[src/rtl/iteration_controller.sv]
// iteration_controller: sequences one iterative-solver run (seed, sample handshake, stability/timeout decision).
// Define ITER_CTRL_ABORT_EN to add the i_abort port that forces an early timeout.
module iteration_controller #(
  parameter int DATA_W     = 8,
  parameter int ITER_W     = 8,
  parameter int STABLE_CNT = 2
) (
  input  logic              clk,
  input  logic              rst_n,
  input  logic              i_start,
  input  logic [DATA_W-1:0] i_seed_val,
  input  logic [ITER_W-1:0] i_max_iter,
  input  logic              i_sample_valid,
  input  logic [DATA_W-1:0] i_sample_val,
  output logic              o_sample_ready,
  output logic [DATA_W-1:0] o_old_val,
  output logic [DATA_W-1:0] o_new_val,
  input  logic              i_conv_flag,
`ifdef ITER_CTRL_ABORT_EN
  input  logic              i_abort,
`endif
  output logic              o_busy,
  output logic              o_done,
  output logic              o_converged,
  output logic              o_timeout,
  output logic [ITER_W-1:0] o_iter_count,
  output logic [DATA_W-1:0] o_result_val
);
  localparam int SW = $clog2(STABLE_CNT + 1);
  typedef enum logic [1:0] {S_IDLE, S_WAIT, S_CHECK, S_DONE} state_t;
  state_t            r_state, w_state;
  logic [DATA_W-1:0] r_old, w_old, r_new, w_new;
  logic [ITER_W-1:0] r_max, w_max, r_iter, w_iter;
  logic [SW-1:0]     r_stable, w_stable, w_stable_inc;
  logic              r_conv, w_conv, r_tmo, w_tmo;
  logic              w_busy, w_abort, w_start, w_accept, w_hit;
  assign w_busy = (r_state == S_WAIT) || (r_state == S_CHECK);
`ifdef ITER_CTRL_ABORT_EN
  assign w_abort = i_abort && w_busy;
`else
  assign w_abort = 1'b0;
`endif
  assign w_start      = i_start && ((r_state == S_IDLE) || (r_state == S_DONE));
  assign w_accept     = (r_state == S_WAIT) && i_sample_valid && !w_abort;
  assign w_stable_inc = r_stable + 1'b1;
  assign w_hit        = i_conv_flag && (w_stable_inc == SW'(STABLE_CNT));
  always_ff @(posedge clk or negedge rst_n) begin
    if (!rst_n) begin
      r_state  <= S_IDLE;
      r_old    <= '0;
      r_new    <= '0;
      r_max    <= '0;
      r_iter   <= '0;
      r_stable <= '0;
      r_conv   <= 1'b0;
      r_tmo    <= 1'b0;
    end else begin
      r_state  <= w_state;
      r_old    <= w_old;
      r_new    <= w_new;
      r_max    <= w_max;
      r_iter   <= w_iter;
      r_stable <= w_stable;
      r_conv   <= w_conv;
      r_tmo    <= w_tmo;
    end
  end
  always_comb begin
    w_state  = r_state;
    w_old    = r_old;
    w_new    = r_new;
    w_max    = r_max;
    w_iter   = r_iter;
    w_stable = r_stable;
    w_conv   = r_conv;
    w_tmo    = r_tmo;
    if (w_start) begin
      w_old    = i_seed_val;
      w_new    = i_seed_val;
      w_max    = i_max_iter;
      w_iter   = '0;
      w_stable = '0;
      w_conv   = 1'b0;
      w_tmo    = (i_max_iter == '0);
      w_state  = (i_max_iter == '0) ? S_DONE : S_WAIT;
    end else if (w_abort) begin
      w_state = S_DONE;
      w_conv  = 1'b0;
      w_tmo   = 1'b1;
    end else if (w_accept) begin
      w_new   = i_sample_val;
      w_iter  = r_iter + 1'b1;
      w_state = S_CHECK;
    end else if (r_state == S_CHECK) begin
      w_old    = r_new;
      w_stable = i_conv_flag ? w_stable_inc : '0;
      // convergence wins a tie with budget exhaustion
      w_conv   = w_hit;
      w_tmo    = !w_hit && (r_iter == r_max);
      w_state  = (w_hit || (r_iter == r_max)) ? S_DONE : S_WAIT;
    end
  end
  assign o_sample_ready = (r_state == S_WAIT) && !w_abort;
  assign o_old_val      = r_old;
  assign o_new_val      = r_new;
  assign o_busy         = w_busy;
  assign o_done         = (r_state == S_DONE);
  assign o_converged    = r_conv;
  assign o_timeout      = r_tmo;
  assign o_iter_count   = r_iter;
  assign o_result_val   = r_new;
endmodule

[config.mk]
export PLATFORM = sky130hd
export DESIGN_NAME = iteration_controller
export DESIGN_NICKNAME = d
export VERILOG_FILES = /design/src/rtl/iteration_controller.sv
export SDC_FILE = /design/constraint.sdc
export NUM_CORES = 1
export LEC_CHECK = 0
export ABC_AREA = 1
export CAP_MARGIN = 20
export CELL_PAD_IN_SITES_DETAIL_PLACEMENT = 1
export CELL_PAD_IN_SITES_GLOBAL_PLACEMENT = 1
export CORE_MARGIN = 3
export CORE_UTILIZATION = 35
export CTS_CLUSTER_SIZE = 8
export DETAILED_ROUTE_END_ITERATION = 6
export GPL_ROUTABILITY_DRIVEN = 0
export PLACE_DENSITY = 0.94
export SYNTH_ARGS = -nofsm -noshare
export SYNTH_HDL_FRONTEND = slang
export SYNTH_SLANG_ARGS = --single-unit
[constraint.sdc]
create_clock -name clk -period 4.5 [get_ports clk]
set_clock_uncertainty 0.05 [all_clocks]
set_input_delay 0.9 -clock clk [delete_from_list [all_inputs] [get_ports clk]]
set_output_delay 0.9 -clock clk [all_outputs]
set_load 0.01 [all_outputs]
# Yosys cells after proc, flatten, opt, wreduce, memory -nomap -nowiden
# Index checks and enable logic that the tools add are counted.
[classes]
n_addsub = 2
n_eq_ne = 6
n_mux = 22
n_reduce_logical = 14
[ops]
columns = ["cell", "count"]
rows = [
  ["$mux W8", 7],
  ["$mux W2", 9],
  ["$add A8 B1 Y8 const B", 1],
  ["$eq A8 B8 Y1", 1],
  ["$logic_not A8 Y1", 1],
  ["$eq A2 B2 Y1 const B", 3],
  ["$mux W1", 6],
  ["$logic_and A1 B1 Y1", 4],
  ["$reduce_bool A2 Y1", 2],
  ["$logic_or A1 B1 Y1", 3],
  ["$reduce_bool A3 Y1", 1],
  ["$add A2 B1 Y2 const B", 1],
  ["$eq A2 B1 Y1 const B", 1],
  ["$logic_not A2 Y1", 1],
  ["$ne A2 B2 Y1 const B", 1],
  ["$reduce_and A2 Y1", 1],
  ["$logic_not A1 Y1", 1],
]
[word_totals]
reg_bits = 38
wordCells = 52

# Longest topological paths before layout
# Gate-level depths: netlist of run 1.
[logic_depth]
depth_word = 8
mapped_depth = 10

# Worst setup path before layout of run 1
# Ideal clock, no wire load.
[synth_path]
kind = "register -> output"
from = "register r_state[0]"
to = "output o_busy"
arrival_time_ps = 805
slack_ps = 2745
stages_incl_launch_ff = 4
path_buffers = 0
cell_sequence = "dfrtp_1 inv_1 ha_1 inv_1"
[synth_via]
elab_chain_cells = 2
word_cells_on_any_way = 3
[synth_rtl]
columns = ["element", "line", "text"]
rows = [
  ["start: declaration", "31", "state_t r_state, w_state;"],
  ["start signal: assignment", "58", "r_state <= w_state;"],
  ["$eq A2 B1 Y1 / $eq A2 B2 Y1 (equally long branches)", "37", "assign w_busy = (r_state == S_WAIT) || (r_state == S_CHECK);"],
  ["$logic_or A1 B1 Y1 *", "37", ""],
  ["end: declaration", "22", "output logic o_busy,"],
]
# Mark *: on every way between the ends. The rest lies on a longest branch, timed or not.

# Final worst setup path of run 1
# Same ends and word-level chain as after synthesis.

==> summary.md, run 1 <==
| Metric | Value |
|---|---|
| Layout overhead on the synthesized area | `38.2%` |
| Switching power total | `766 uW` |
| Power per cell area | `695 nW/um^2` |
| First drt pass iteration count | `4` |
| Metal3 WL | `304 microns` |
| Die Wd | `80.6 microns` |
| TritonCTS clock tree | `done` |
| Area contributors post-synth | `dfrtp_1 (49%), nand2_1 (11%), inv_1 (5.2%)` |
| Grt ovf | `0` |
| Initial antenna violation count | `0` |
| Final Hold Viols | `0` |
| Reg2Reg Setup Slack | `2.12 ns` |
| Clock Sink Count | `38` |
| Die area | `6500 sq um` |
| Syn Nets | `273` |
| Peak VDD IR | `0.000494 V` |
| Highest metal used | `met4` |
| Root Driver | `clkbuf_8` |
| Residual DRC | `0` |
| Syn Inst Count | `239` |
| Post-route ant nets | `0` |
| Hold Path End | `o_timeout` |
| Final WL | `5160 microns` |
| CTS Buffer Depth | `2` |
| Tmin final | `2.63 ns` |
| N_diodes | `0` |
| Max_cap viols | `0` |
| Sequential share of the synthesized area | `0.488` |
| Vias in the first global route | `1804` |
| Req. time, crit path | `3.55 ns` |
| Core area | `5240 sq um` |
| Commonest non-fill, non-tap cell in the layout | `clkdlybuf4s50_1` |
| R2r endpoint | `r_stable[0]` |
| Area share of the largest cell type after synthesis | `0.488` |
| Number of CTS-inserted buffers | `5` |
| WHS Path Cells | `2` |
| Post-Synthesis Cell Area | `1950 sq um` |
| Met1 WL | `2230 microns` |
| Die H | `80.6 microns` |
| Post-synthesis area per instance | `8.15 sq um` |
| RSZ-0062 raised after global routing | `false` |
| CP Launch Type | `flop` |
| Max-slew violation count | `0` |
| Nets | `329` |
| Rows | `26` |
| Crit path kind | `reg2out` |
| Reg2reg start | `r_state[0]` |
| Clk_lat worst skew | `0.30 ns` |
| Static leakage | `0.00122 uW` |
| Ratio of cells with drive above 1 in the final layout | `0.0608` |
| Clock Pin Slew Worst Setup and Hold Paths | `0.08 ns` |
| Crit path max fanout | `4` |
| Routed len/inst | `14.1 microns` |
| Switching part of the total power | `0.409` |
| Hold path startpoint | `o_timeout` |
| Hold Path Class | `reg2reg` |
| Sequential share of power | `0.329` |
| Post-placement worst setup slack | `1.59 ns` |
| Status | `finished, final reports clean` |
| CP endpoint kind | `primary output` |
| Largest net degree at the start of global routing | `43` |
| Fin Hold WS | `0.431 ns` |
| Count of distinct cell types in the synthesized netlist | `26` |
| DR vias | `1746` |
| GRT Overall Usage | `0.174` |
| DPL Wire Length | `3770 microns` |
| Slew Limit Headroom | `0.424` |
| Met2 wire length | `2560 microns` |
| Tightest Pin Transition | `0.864 ns` |
| Worst reg-to-reg path cell count | `7` |
| Final Cycle Share | `0.584` |
| Number of fill cells | `639` |
| Arrival time at the worst endpoint | `1.68 ns` |
| Combinational share of power | `0.511` |
| Yosys reg bits | `38` |
| Fmax | `380 MHz` |
| Synth area leader | `dfrtp_1` |
| Post-CTS Resized | `0` |
| Setup tns final | `0 ns` |
| Final worst slack | `1.87 ns` |
| Most frequent cells in the layout | `clkdlybuf4s50_1 (64), nand2_1 (56), dfrtp_1 (38)` |
| Internal power | `1110 uW` |
| Layout Utilization | `0.514` |
| Clock share of power | `0.159` |
| CTS H-tree depth | `2` |
| Initial DRC Count | `57` |
| Initial Utilization | `0.372` |
| Synthesis warning total | `0` |
| Vias per cell | `4.77` |
| # setup viols final | `0` |
| IO Port Bufs | `65` |
| Io pins | `66` |
| First-pass GRT wire length | `8590 microns` |
| Post-layout total power | `1870 uW` |
| Post-CTS setup buffers | `0` |
| Post-CTS Hold Buffers | `0` |
stage by stage:
stage | area, sq um | std cells
6_report | 2690 | 366
5_1_grt | 2690 | 366
4_1_cts | 2690 | 366
3_5_place_dp | 2580 | 358
3_3_place_gp | 2580 | 358
2_1_floorplan | 1950 | 239
power by group through the flow:
stage | Combinational [uW] | Clock, uW | Sequential, uW
after detailed placement | 965 | 0 | 624
after global placement | 923 | 0 | 612
after CTS | 971 | 303 | 620
final | 957 | 298 | 616
after floorplan | 566 | 0 | 635
after global routing | 1080 | 318 | 640
sequential cells by signal, indices dropped and copies added, names as in the netlist:
signal / count
o_converged: 1
o_iter_count: 8
o_new_val: 8
o_old_val: 8
o_timeout: 1
r_max: 8
r_stable: 2
r_state: 2
cell families (layout without fill, tap and decap cells):
family | Yosys count | in the layout | synth area share
AO/OA/AOI/OAI | 44 | 44 | 0.121
XOR/XNOR | 7 | 7 | 0.0315
adder cells (fa/ha/maj) | 5 | 5 | 0.0321
buffers and inverters | 45 | 102 | 0.109
flip-flops | 38 | 38 | 0.488
AND/OR/NAND/NOR | 100 | 100 | 0.218
final cells by class:
class | count | area (sq um) | area share
sequential | 38 | 951 | 0.353
clock inverter | 3 | 45.0 | 0.0167
multi-input combinational | 156 | 785 | 0.291
inverter | 29 | 109 | 0.0404
clock buffer | 5 | 68.8 | 0.0256
tap | 70 | 87.6 | 0.0325
timing repair buffer | 65 | 646 | 0.240
per-layer routing:
layer | up-vias | global-route usage
met3 | 5 | 0.0538
met5 | - | 0
met4 | 0 | 0.0557
li1 | 861 | -
met2 | 51 | 0.296
met1 | 829 | 0.210
worst max-delay path: stages, from the launching register on:
cell             delay (ns)
dfrtp_1                0.40
inv_1                  0.06
ha_1                   0.33
inv_1                  0.07
clkdlybuf4s50_1        0.53
synth_stat cells:
cell	n
nand3_1	6
inv_1	27
nor2_4	1
buf_4	8
o31ai_1	2
a21oi_1	13
a31oi_1	8
nor2_1	26
nor2_2	1
xnor2_1	6
inv_2	2
ha_1	5
o21ai_0	20
nand3_2	1
buf_6	1
buf_2	5
dfrtp_1	38
nand2_2	3
and2_0	1
o22ai_1	1
xor2_1	1
nand4_2	1
nand2_1	56
nand4_1	1
clkbuf_1	2
nor3_1	3
worst max path at each step:
stage,from,to,slack (ns),cells past startpoint
6_report,r_state[0],o_busy,1.87,4
5_1_grt,i_start,r_state[1],1.71,6
4_1_cts,r_state[0],o_busy,1.86,4
3_5_place_dp,i_start,r_state[1],1.59,6
3_3_place_gp,i_start,r_stable[0],1.69,6
2_1_floorplan,r_state[0],o_busy,2.75,3
No activity file was read; power rests on OpenSTA's default activity.
==> run 2: changes to the inputs <==
--- a/config.mk
+++ b/config.mk
@@ -10,11 +10,11 @@
 export CELL_PAD_IN_SITES_DETAIL_PLACEMENT = 1
 export CELL_PAD_IN_SITES_GLOBAL_PLACEMENT = 1
 export CORE_MARGIN = 3
-export CORE_UTILIZATION = 35
+export CORE_UTILIZATION = 29
 export CTS_CLUSTER_SIZE = 8
 export DETAILED_ROUTE_END_ITERATION = 6
 export GPL_ROUTABILITY_DRIVEN = 0
-export PLACE_DENSITY = 0.94
+export PLACE_DENSITY = 0.84
 export SYNTH_ARGS = -nofsm -noshare
 export SYNTH_HDL_FRONTEND = slang
 export SYNTH_SLANG_ARGS = --single-unit
==> constraint.sdc (replaced) <==
create_clock -name clk -period 2.3 [get_ports clk]
set_clock_uncertainty 0.05 [all_clocks]
set_input_delay 0.46 -clock clk [delete_from_list [all_inputs] [get_ports clk]]
set_output_delay 0.46 -clock clk [all_outputs]
set_load 0.01 [all_outputs]
==> summary.md, run 2 (synthesized netlist as in run 1, its figures left out) <==
| Metric | Value |
|---|---|
| Tightest Pin Transition | `0.408 ns (-0.457 ns)` |
| Io pins | `66 (unchanged)` |
| Clk_lat worst skew | `0.29 ns (about the same)` |
| CP endpoint kind | `primary output` |
| # setup viols final | `0 (unchanged)` |
| CP max stage delay | `0.53 ns (about the same)` |
| Fin Hold WS | `0.0384 ns (-0.393 ns)` |
| DPL Wire Length | `4120 microns (+9.3%)` |
| Tmin final | `2.16 ns` |
| Post-CTS Hold Buffers | `0 (unchanged)` |
| First drt pass iteration count | `4 (unchanged)` |
| CP bufs+invs | `3 (unchanged)` |
| Ratio of cells with drive above 1 in the final layout | `0.0731 (+0.0123)` |
| Top cell by count, worst path | `inv_1` |
| Final Cycle Share | `0.937` |
| Root Driver | `clkbuf_8` |
| Crit path max fanout | `4 (unchanged)` |
| Clock share of power | `0.133 (-0.026)` |
| Hold Path Class | `in2async` |
| Nets | `334 (+1.5%)` |
| N_diodes | `0 (unchanged)` |
| Clock Pin Slew Worst Setup and Hold Paths | `0.07 ns (about the same)` |
| Crit-path cells | `inv_1, ha_1, inv_1, clkdlybuf4s50_1` |
| First-pass GRT wire length | `8970 microns (+4.4%)` |
| Max stage delay cell, worst path | `clkdlybuf4s50_1` |
| Internal power | `2130 uW (+92%)` |
| Initial DRC Count | `63 (+11%)` |
| Die Wd | `88.0 microns (+9.1%)` |
| Initial Utilization | `0.303 (-0.0686)` |
| CP delay by family, top | `buffers and inverters` |
| Combinational share of power | `0.533 (+0.022)` |
| Rows | `29 (+12%)` |
| Post-placement worst setup slack | `0.252 ns (-1.34 ns)` |
| Slew Limit Headroom | `0.728 (+0.304)` |
| Vias in the first global route | `1874 (+3.9%)` |
| Final worst slack | `0.144 ns (-1.73 ns)` |
| CTS H-tree depth | `2 (unchanged)` |
| Max-slew violation count | `0 (unchanged)` |
| CTS Buffer Depth | `2 (unchanged)` |
| GRT Overall Usage | `0.153 (-0.0210)` |
| Power per cell area | `1330 nW/um^2 (+91%)` |
| Switching part of the total power | `0.410 (+0.00104)` |
| Commonest non-fill, non-tap cell in the layout | `clkdlybuf4s50_1` |
| Fmax | `464 MHz` |
| Peak VDD IR | `0.000392 V (-21%)` |
| IO Port Bufs | `65 (unchanged)` |
| CP Launch Type | `flop` |
| Post-CTS setup buffers | `0 (unchanged)` |
| Vias per cell | `4.70 (-1.5%)` |
| RSZ-0062 raised after global routing | `false` |
| Initial antenna violation count | `0 (unchanged)` |
| Static leakage | `0.00124 uW (+1.8%)` |
| Post-CTS Resized | `0 (unchanged)` |
| TritonCTS clock tree | `done` |
| Grt ovf | `0 (unchanged)` |
| Number of CTS-inserted buffers | `5 (unchanged)` |
| DR vias | `1776 (+1.7%)` |
| Post-route ant nets | `0 (unchanged)` |
| Status | `finished, final reports clean` |
| Crit path kind | `reg2out` |
| Residual DRC | `0 (unchanged)` |
| Setup tns final | `0 ns (unchanged)` |
| Max_cap viols | `0 (unchanged)` |
| Routed len/inst | `14.2 microns (+0.78%)` |
| Req. time, crit path | `1.79 ns (-1.76 ns)` |
| Arrival time at the worst endpoint | `1.65 ns (-0.03 ns)` |
| Sequential share of power | `0.335 (+0.006)` |
| Layout overhead on the synthesized area | `39.4%` |
| Largest net degree at the start of global routing | `23 (-47%)` |
| Most frequent cells in the layout | `clkdlybuf4s50_1 (64), nand2_1 (56), dfrtp_1 (38)` |
| Die H | `88.0 microns (+9.1%)` |
| Switching power total | `1480 uW (+93%)` |
| Die area | `7740 sq um (+19%)` |
| Final WL | `5370 microns (+4.1%)` |
| Clock Sink Count | `38 (unchanged)` |
| Final Hold Viols | `0 (unchanged)` |
| Core area | `6420 sq um (+23%)` |
## run 2: cell count changes in the layout (fill, tap and decap cells not counted), sizes merged
cell / change
clkinv: +1
clkinvlp: -2
bufinv: -1
buf: +5
clkbuf: +2
## run 2: final timing paths
path / cells past startpoint / slack (ns) / end / from
worst max-delay path: 4 / 0.14 / o_busy / r_state[0]
worst min-delay path: 1 / 0.04 / o_new_val[1] / rst_n
worst max register to register: 9 / 0.49 / o_old_val[4] / r_state[1]
worst min register to register: 2 / 0.45 / o_timeout / o_timeout
max in group asynchronous: 2 / 1.52 / o_old_val[5] / rst_n
min in group clk: 2 / 0.45 / o_timeout / o_timeout
## run 2: final cells by class
class	count	area [sq um]
Inverter	29	109
Clock inverter	1	5.00
Multi-Input combinational cell	156	785
Fill cell	784	3710
Sequential cell	38	951
Tap cell	77	96.3
Clock buffer	7	86.3
Timing Repair Buffer	70	683
## run 2: power groups by stage
stage                     sequential [uW]  combinational, uW  clock (uW)
after floorplan                      1240               1110           0
after global routing                 1260               2180         528
final                                1210               1920         478
after global placement               1200               1870           0
after detailed placement             1230               1950           0
after CTS                            1220               1960         500
## run 2: routing by layer
metal  up-vias  GRT usage  routed length [microns]
li1        873          -                        -
met1       847      0.180                     2270
met2        50      0.273                     2720
met3         6     0.0376                      308
met4         0     0.0502                       76
met5         -          0                        0
## run 2: metrics by stage
step | util | power [uW] | cell area [sq um] | instances
detailed placement | 0.409 | 3180 | 2620 | 370
CTS | 0.423 | 3680 | 2720 | 378
finish | 0.423 | 3610 | 2720 | 378
global placement | 0.409 | 3070 | 2620 | 370
global route | 0.423 | 3970 | 2720 | 378
floorplan | - | 2350 | 1950 | 239
